<file path="config.mk">
export PLATFORM = sky130hd
export DESIGN_NAME = error_tracker_flat
export DESIGN_NICKNAME = d
export VERILOG_FILES = /design/src/rtl/error_tracker_if.sv /design/src/rtl/error_tracker.sv /design/src/flat_wrapper.sv
export SDC_FILE = /design/constraint.sdc
export NUM_CORES = 1
export LEC_CHECK = 0
export BUFFER_PORTS_ARGS = -buffer_cell sky130_fd_sc_hd__buf_4
export CAP_MARGIN = 5
export CORE_AREA = 3 3 40 42
export DETAILED_ROUTE_END_ITERATION = 6
export DIE_AREA = 0 0 43 45
export PLACE_DENSITY_LB_ADDON = 0.08
export SYNTH_ARGS = -nofsm -noshare
export SYNTH_HDL_FRONTEND = slang
export SYNTH_SLANG_ARGS = --single-unit
</file>
<file path="constraint.sdc">
create_clock -name ck -period 2.3 [get_ports ck]
set_input_delay 0.345 -clock ck [delete_from_list [all_inputs] [get_ports ck]]
set_output_delay 0.345 -clock ck [all_outputs]
set_load 0.01 [all_outputs]
</file>
<file path="src/rtl/error_tracker_if.sv">
// Bundle of control strobes and status outputs exchanged between the
// per-lane reaction checkers / game-control FSM and the error tracker.
interface error_tracker_if #(
    parameter int CHANNELS = 2,
    parameter int WIDTH    = 2
);
    logic                      clear;
    logic [CHANNELS-1:0]       inc;
    logic [CHANNELS-1:0]       dec;
    logic [CHANNELS*WIDTH-1:0] error_count;
    logic [CHANNELS-1:0]       limit_reached;
    logic [CHANNELS-1:0]       limit_pulse;
    logic                      all_out;

    // Producer of error/forgive strobes, consumer of counts and flags.
    modport master (
        output clear, inc, dec,
        input  error_count, limit_reached, limit_pulse, all_out
    );

    // The tracker itself.
    modport slave (
        input  clear, inc, dec,
        output error_count, limit_reached, limit_pulse, all_out
    );
endinterface

</file>
<file path="src/rtl/error_tracker.sv">
// Multi-channel saturating error counter: counts rising edges of inc per
// channel, forgives on dec, optionally decays after a run of idle cycles,
// and flags lock-out when a channel reaches MAX_ERRORS.
module error_tracker #(
    parameter int CHANNELS     = 2,
    parameter int WIDTH        = 2,
    parameter int MAX_ERRORS   = 3,
    parameter int DECAY_CYCLES = 0
) (
    input  logic            ck,
    input  logic            reset,
    error_tracker_if.slave  bus
);
    localparam int               IDLE_W    = (DECAY_CYCLES > 1) ? $clog2(DECAY_CYCLES) : 1;
    localparam logic [WIDTH-1:0] MAX_V     = WIDTH'(MAX_ERRORS);
    localparam logic [IDLE_W-1:0] IDLE_LAST = IDLE_W'((DECAY_CYCLES > 0) ? DECAY_CYCLES - 1 : 0);
    localparam bit               DECAY_EN  = (DECAY_CYCLES > 0);

    logic [WIDTH-1:0]    count_q [CHANNELS];
    logic [WIDTH-1:0]    count_d [CHANNELS];
    logic [IDLE_W-1:0]   idle_q  [CHANNELS];
    logic [IDLE_W-1:0]   idle_d  [CHANNELS];
    logic [CHANNELS-1:0] inc_prev_q;
    logic [CHANNELS-1:0] inc_ev;
    logic [CHANNELS-1:0] limit_pulse_q;
    logic [CHANNELS-1:0] limit_pulse_d;
    logic [CHANNELS-1:0] limit_reached;

    // A held inc level is counted once, on its rising edge only.
    assign inc_ev = bus.inc & ~inc_prev_q;

    // Per-channel next count/idle in priority order: clear, inc+dec cancel,
    // inc, dec, decay, hold.
    always_comb begin
        count_d       = count_q;
        idle_d        = '{default: '0};
        limit_pulse_d = '0;
        for (int unsigned c = 0; c < CHANNELS; c++) begin
            if (bus.clear) begin
                count_d[c] = '0;
            end else if (inc_ev[c] && bus.dec[c]) begin
                count_d[c] = count_q[c];
            end else if (inc_ev[c]) begin
                if (count_q[c] < MAX_V) count_d[c] = count_q[c] + 1'b1;
            end else if (bus.dec[c]) begin
                if (count_q[c] != '0) count_d[c] = count_q[c] - 1'b1;
            end else if (DECAY_EN && (count_q[c] != '0) && (count_q[c] != MAX_V)) begin
                if (idle_q[c] == IDLE_LAST) begin
                    count_d[c] = count_q[c] - 1'b1;
                end else begin
                    idle_d[c] = idle_q[c] + 1'b1;
                end
            end
            limit_pulse_d[c] = !bus.clear && (count_d[c] == MAX_V) && (count_q[c] != MAX_V);
        end
    end

    // State registers; inc_prev keeps tracking through clear so a held inc
    // is not recounted afterwards.
    always_ff @(posedge ck or posedge reset) begin
        if (reset) begin
            count_q       <= '{default: '0};
            idle_q        <= '{default: '0};
            inc_prev_q    <= '0;
            limit_pulse_q <= '0;
        end else begin
            count_q       <= count_d;
            idle_q        <= idle_d;
            inc_prev_q    <= bus.inc;
            limit_pulse_q <= limit_pulse_d;
        end
    end

    // Status outputs derived from the registered counts.
    always_comb begin
        bus.error_count = '0;
        limit_reached   = '0;
        for (int unsigned c = 0; c < CHANNELS; c++) begin
            bus.error_count[c*WIDTH +: WIDTH] = count_q[c];
            limit_reached[c]                  = (count_q[c] == MAX_V);
        end
    end

    assign bus.limit_reached = limit_reached;
    assign bus.limit_pulse   = limit_pulse_q;
    assign bus.all_out       = &limit_reached;
endmodule
</file>
<file path="src/flat_wrapper.sv">
// flat-port wrapper written by rule: the top's interface ports become plain ports
module error_tracker_flat 
#(
    parameter int CHANNELS     = 2,
    parameter int WIDTH        = 2,
    parameter int MAX_ERRORS   = 3,
    parameter int DECAY_CYCLES = 0
)
  (ck, reset, bus_clear, bus_inc, bus_dec, bus_error_count, bus_limit_reached, bus_limit_pulse, bus_all_out);
  error_tracker_if #(.CHANNELS(CHANNELS), .WIDTH(WIDTH)) bus_i ();
  input  logic ck;
  input  logic reset;
  input wire logic [$bits(bus_i.clear)-1:0] bus_clear;
  input wire logic [$bits(bus_i.inc)-1:0] bus_inc;
  input wire logic [$bits(bus_i.dec)-1:0] bus_dec;
  output wire logic [$bits(bus_i.error_count)-1:0] bus_error_count;
  output wire logic [$bits(bus_i.limit_reached)-1:0] bus_limit_reached;
  output wire logic [$bits(bus_i.limit_pulse)-1:0] bus_limit_pulse;
  output wire logic [$bits(bus_i.all_out)-1:0] bus_all_out;
  assign bus_i.clear = bus_clear;
  assign bus_i.inc = bus_inc;
  assign bus_i.dec = bus_dec;
  assign bus_error_count = bus_i.error_count;
  assign bus_limit_reached = bus_i.limit_reached;
  assign bus_limit_pulse = bus_i.limit_pulse;
  assign bus_all_out = bus_i.all_out;
  error_tracker #(.CHANNELS(CHANNELS), .WIDTH(WIDTH), .MAX_ERRORS(MAX_ERRORS), .DECAY_CYCLES(DECAY_CYCLES)) u_core (.ck(ck), .reset(reset), .bus(bus_i));
endmodule
</file>
==> impl_metrics.toml, run 1 <==
[run_status]
status = "complete, no violations"

[job]
cap_violations = 0

[drt]
totalWireLength_um = 885
drtIter0Drc = 4
routed_via_density = 4.97
num_vias = 363
drc_errors = 0
ant_nets = 0
wire_per_inst_um = 12.1
dr.pass1.iters = 4

[sta]
rsz0062_at_grt = "no"
fin_crit_sh_pct = 65.3
finalSetupTns_ns = 0
finalClockSkew_ns = 0.000312
worst-slew-pin-transition_ns = 0.335
maxSlewHeadroom_pct = 77.6
finalMaxSlewViolations = 0
finalHoldViolations = 0
setup_viol = 0
fmax_mhz = 666
finalCriticalPeriod_ns = 1.50

[worst_setup_path]
critical_path_arrival_ns = 1.16
max_stage_delay_ns = 0.42
start_kind = "register"
crit_fanout = 6
ff2ff_path_depth = 3
worstReg2RegEnd = "u_core.bus.error_count[2]"
critPathCaptureType = "output pin"
required_ns = 1.96
cpMostUsedCell = "and2_1"
r2r_setup_slack_ns = 1.24
r2r-start = "u_core.bus.error_count[2]"
crit_chain = "and2_1 > and2_1 > buf_4"
critical_path_class = "reg2out"
crit_slowest_cell = "dfrtp_1"

[place]
place_inst = 70
portBuffers = 15
place_congestion = 0.751
hpwlAfterDp_um = 663

[finish]
fin_cells = 73
final_nets = 67
area_growth_pct = 39.4
final_cell_mix = "buf_4, dfrtp_1, a21oi_1"
insertedDiodeCount = 0
final_layout_size_suffix_gt1_share_pct = 37.9
final_common_cell = "buf_4"

[global_route]
first_global_vias = 407
grt_overflow = 0
grtUsageTotal_pct = 11.9
grt_pass1_wl_mm = 1.59
antenna_found_initial = 0
grt_max_degree = 9

[cts]
cts_setup_buffers = 0
cts-resized-gates = 0
cts_tree = "built"
ctsHoldBuffers = 0
cts_root_buffer = "clkbuf_4"
insertion_delay_ns = 0.26
cts_buffers = 3
clk_pin_slew_ns = 0.06
clock-sinks = 8
htreeDepth = 1
cts_max_path_buffers = 2

[min_path]
hold_path.class = "in2async"

[power_and_ir_drop]
pwr_density_cell_nw_per_um2 = 537
peakVddDrop_v = 0.000226
p_leak_nw = 0.266

[yosys]
synth_area_leaders = "dfrtp_1, nand2b_4, a21oi_1"
yosysSeqAreaShare_pct = 51.3
syn_avg_cell_area_um2 = 9.76
synth_top_area_share_pct = 51.3
syn-instance-count = 40
synth_nets = 47
ys_ff_latch = 8
ys_warn_count = 0
ys_types = 15
synth_area_um2 = 390
synth_top_area_cell = "dfrtp_1"

[floorplan]
die_area_um2 = 1940
row_count = 13
initial_core_util_pct = 30.4
die_h_um = 45
core_area_um2 = 1280
die_w_um = 43
io_pins = 16
metrics by stage:
step | util, % | power, mW | area (um2) | setup WS (ns) | hold WS (ns)
floorplan | - | 0.164 | 390 | 1.12 | 0.161
global placement | 40.6 | 0.184 | 522 | 1.09 | 0.328
detailed placement | 40.6 | 0.183 | 522 | 1.07 | 0.329
CTS | 42.4 | 0.298 | 544 | 0.787 | 0.0441
global route | 42.4 | 0.312 | 544 | 0.713 | 0.0456
finish | 42.4 | 0.292 | 544 | 0.798 | 0.0408
registers in the layout, summed over array words and instances (netlist names):
signal                  count
u_core.inc_prev_q           2
u_core.bus.error_count      4
u_core.bus.limit_pulse      2
per-layer routing:
| metal | vias to the layer above | share of wire (%) | GRT usage [%] |
|---|---|---|---|
| met5 | - | 0 | 0 |
| met4 | 0 | 3.4 | 8.43 |
| met3 | 6 | 12 | 8.37 |
| met2 | 19 | 43 | 17.4 |
| met1 | 164 | 41 | 12.1 |
| li1 | 174 | - | - |
critical path, delay by kind of cell, from the launching register on:
family | cells | cell delay (ns)
flip-flops | 1 | 0.42
AND/OR/NAND/NOR | 2 | 0.35
buffers and inverters | 1 | 0.13
where the power goes:
part           leakage, nW  internal, mW  switching, mW  total (mW)
logic                0.145        0.0161         0.0171      0.0333
clock network       0.0138        0.0600         0.0517       0.112
registers            0.106         0.144        0.00268       0.147
Yosys cell counts:
library cell  number
dfrtp_1            8
nand2_1            2
a31oi_1            2
nand2b_4           2
and2_1             3
nor4_1             2
or2_0              2
nand2_2            2
a21oi_1            4
o21ai_0            2
nor2_1             2
nor3_1             2
nand2b_1           2
inv_1              3
nand3b_1           2
logic make-up after synthesis:
kind of cell    synth area share (%)
flops                           51.3
buf+inv                         2.88
simple gates                    34.9
compound gates                  10.9
layout make-up:
class | instances | area, um2
clock buffers | 3 | 22.5
fillers | 145 | 741
inverters | 3 | 11.3
multi-input cells | 29 | 179
flip-flops and latches | 8 | 200
well taps | 15 | 18.8
repair buffers | 15 | 113
worst max-delay path by stage:
stage	startpoint	end	slack [ns]	cells past startpoint
after floorplan	u_core.bus.error_count[0]	bus_all_out	1.12	2
after detailed placement	u_core.bus.error_count[2]	bus_all_out	1.07	3
after CTS	u_core.bus.error_count[2]	bus_all_out	0.79	3
after global placement	u_core.bus.error_count[0]	bus_all_out	1.09	3
after global routing	u_core.bus.error_count[0]	bus_all_out	0.71	3
final	u_core.bus.error_count[2]	bus_all_out	0.80	3
No activity file was read; power rests on OpenSTA's default activity.
==> run 2, diff against run 1 <==
==> constraint.sdc (replaced) <==
create_clock -name ck -period 1.5 [get_ports ck]
set_input_delay 0.225 -clock ck [delete_from_list [all_inputs] [get_ports ck]]
set_output_delay 0.225 -clock ck [all_outputs]
set_load 0.01 [all_outputs]
==> run 2 against run 1 <==
Compared with the run above: sequential power up 53%; global-route usage grew 0.42 points; utilization increased by 0.78 points; clock power up 53%; register-to-register slack got worse by 0.80 ns; routed wire length up 2.5%; hold slack better by 0.057 ns; worst setup slack got worse by 0.68 ns; sequential share of layout area shrank 0.66 points; count of clock-buffer cells in the layout unchanged; die area unchanged; cell count rose by 1.4%; critical endpoint unchanged; largest power group unchanged.
==> impl_metrics.toml, run 2 (synthesis results as in run 1) <==
[global_route]
first_global_vias = 415
antenna_found_initial = 0
grtUsageTotal_pct = 12.3
grt_max_degree = 9
grt_pass1_wl_mm = 1.65
grt_overflow = 0

[cts]
insertion_delay_ns = 0.26
cts_max_path_buffers = 2
clk_pin_slew_ns = 0.06
cts_buffers = 3
cts_tree = "built"
cts_setup_buffers = 0
cts_root_buffer = "clkbuf_4"
htreeDepth = 1
clock-sinks = 8

[power_and_ir_drop]
p_leak_nw = 0.270
pwr_density_cell_nw_per_um2 = 812
peakVddDrop_v = 0.000347
power_mw = 0.450

[floorplan]
row_count = 13
core_area_um2 = 1280
die_h_um = 45
io_pins = 16
initial_core_util_pct = 30.4
die_area_um2 = 1940
die_w_um = 43

[sta]
finalHoldViolations = 0
setup_viol = 0
finalCriticalPeriod_ns = 1.38
fin_ws_ns = 0.118
finalClockSkew_ns = 0.000315
fin_crit_sh_pct = 92.1
rsz0062_at_grt = "no"
fmax_mhz = 724
maxSlewHeadroom_pct = 77.6
worst-slew-pin-transition_ns = 0.335
finalMaxSlewViolations = 0
finalSetupTns_ns = 0

[finish]
final_layout_size_suffix_gt1_share_pct = 37.3
final_common_cell = "buf_4"
final_cell_mix = "buf_4, dfrtp_1, a21oi_1"
largest_reg_flops = 4
final_nets = 68
area_growth_pct = 42.0
post-route-util_pct = 43.1
insertedDiodeCount = 0
design_area_um2 = 554

[worst_setup_path]
r2r_setup_slack_ns = 0.44
worstReg2RegEnd = "u_core.bus.error_count[2]"
crit_buf_inv = 1
crit_fanout = 6
cpMostUsedCell = "and2_1"
crit_family = "flip-flops"
start_kind = "register"
crit_chain = "and2_1 > and2_1 > buf_4"
critical_path_class = "reg2out"
ff2ff_path_depth = 3
max_stage_delay_ns = 0.42
crit_slowest_cell = "dfrtp_1"
critPathCaptureType = "output pin"
r2r-start = "u_core.bus.error_count[2]"
critical_path_arrival_ns = 1.16
required_ns = 1.27

[drt]
wire_per_inst_um = 12.3
num_vias = 367
dr.pass1.iters = 4
drc_errors = 0
ant_nets = 0
drtIter0Drc = 4
totalWireLength_um = 907
routed_via_density = 4.96

[job]
cap_violations = 0

[place]
portBuffers = 15
placed_area_um2 = 522
place_congestion = 0.751
dp_slack_ns = 0.392
hpwlAfterDp_um = 663

[min_path]
hold_path_end = "u_core.inc_prev_q[0]"
hold_path.class = "in2reg"
hold-path-cell-count = 1
holdCritStartpoint = "bus_inc[0]"

[run_status]
status = "complete, no violations"
==> run 2: cell count changes in the layout (fill, tap and decap cells not counted) <==
cell	change
dlygate4sd3_1	+1
==> run 2: timing repair <==
action | CTS | global route
endpoints found under the hold margin | 8 | 0
resized for setup | 0 | 0
setup endpoints to repair | 0 | 0
hold buffers | 1 | 0
==> run 2: where the power goes <==
group	total (mW)	switching [mW]	internal, mW
Sequential	0.225	0.00410	0.221
Clock	0.171	0.0794	0.0920
Combinational	0.0532	0.0267	0.0264
Total	0.450	0.110	0.340
==> run 2: layer usage <==
layer	routed length, um	share of wire, %	vias to the layer above	global-route usage [%]
met1	365	40	166	12.3
met2	401	44	19	18.6
met4	30	3.3	0	8.43
li1	-	-	176	-
met5	0	0	-	0
met3	110	12	6	8.37
==> run 2: how the worst max path moves through the flow <==
stage,end,slack (ns),depth (start not counted),from
2_1_floorplan,bus_all_out,0.44,2,u_core.bus.error_count[0]
3_3_place_gp,bus_all_out,0.41,3,u_core.bus.error_count[0]
3_5_place_dp,bus_all_out,0.39,3,u_core.bus.error_count[2]
4_1_cts,bus_all_out,0.11,3,u_core.bus.error_count[2]
5_1_grt,bus_all_out,0.03,3,u_core.bus.error_count[0]
6_report,bus_all_out,0.12,3,u_core.bus.error_count[2]
==> run 2: through the flow <==
stage / std cells / hold slack (ns)
after global placement: 70 / 0.208
after global routing: 74 / 0.0836
final: 74 / 0.0977
after CTS: 74 / 0.0921
after floorplan: 40 / 0.0407
after detailed placement: 70 / 0.209
==> run 2: area by class of cell <==
| class | count | area (um2) |
|---|---|---|
| clock buffer | 3 | 22.5 |
| multi-input combinational | 29 | 179 |
| inverter | 3 | 11.3 |
| timing repair buffer | 16 | 123 |
| tap | 15 | 18.8 |
| fill | 144 | 731 |
| sequential | 8 | 200 |
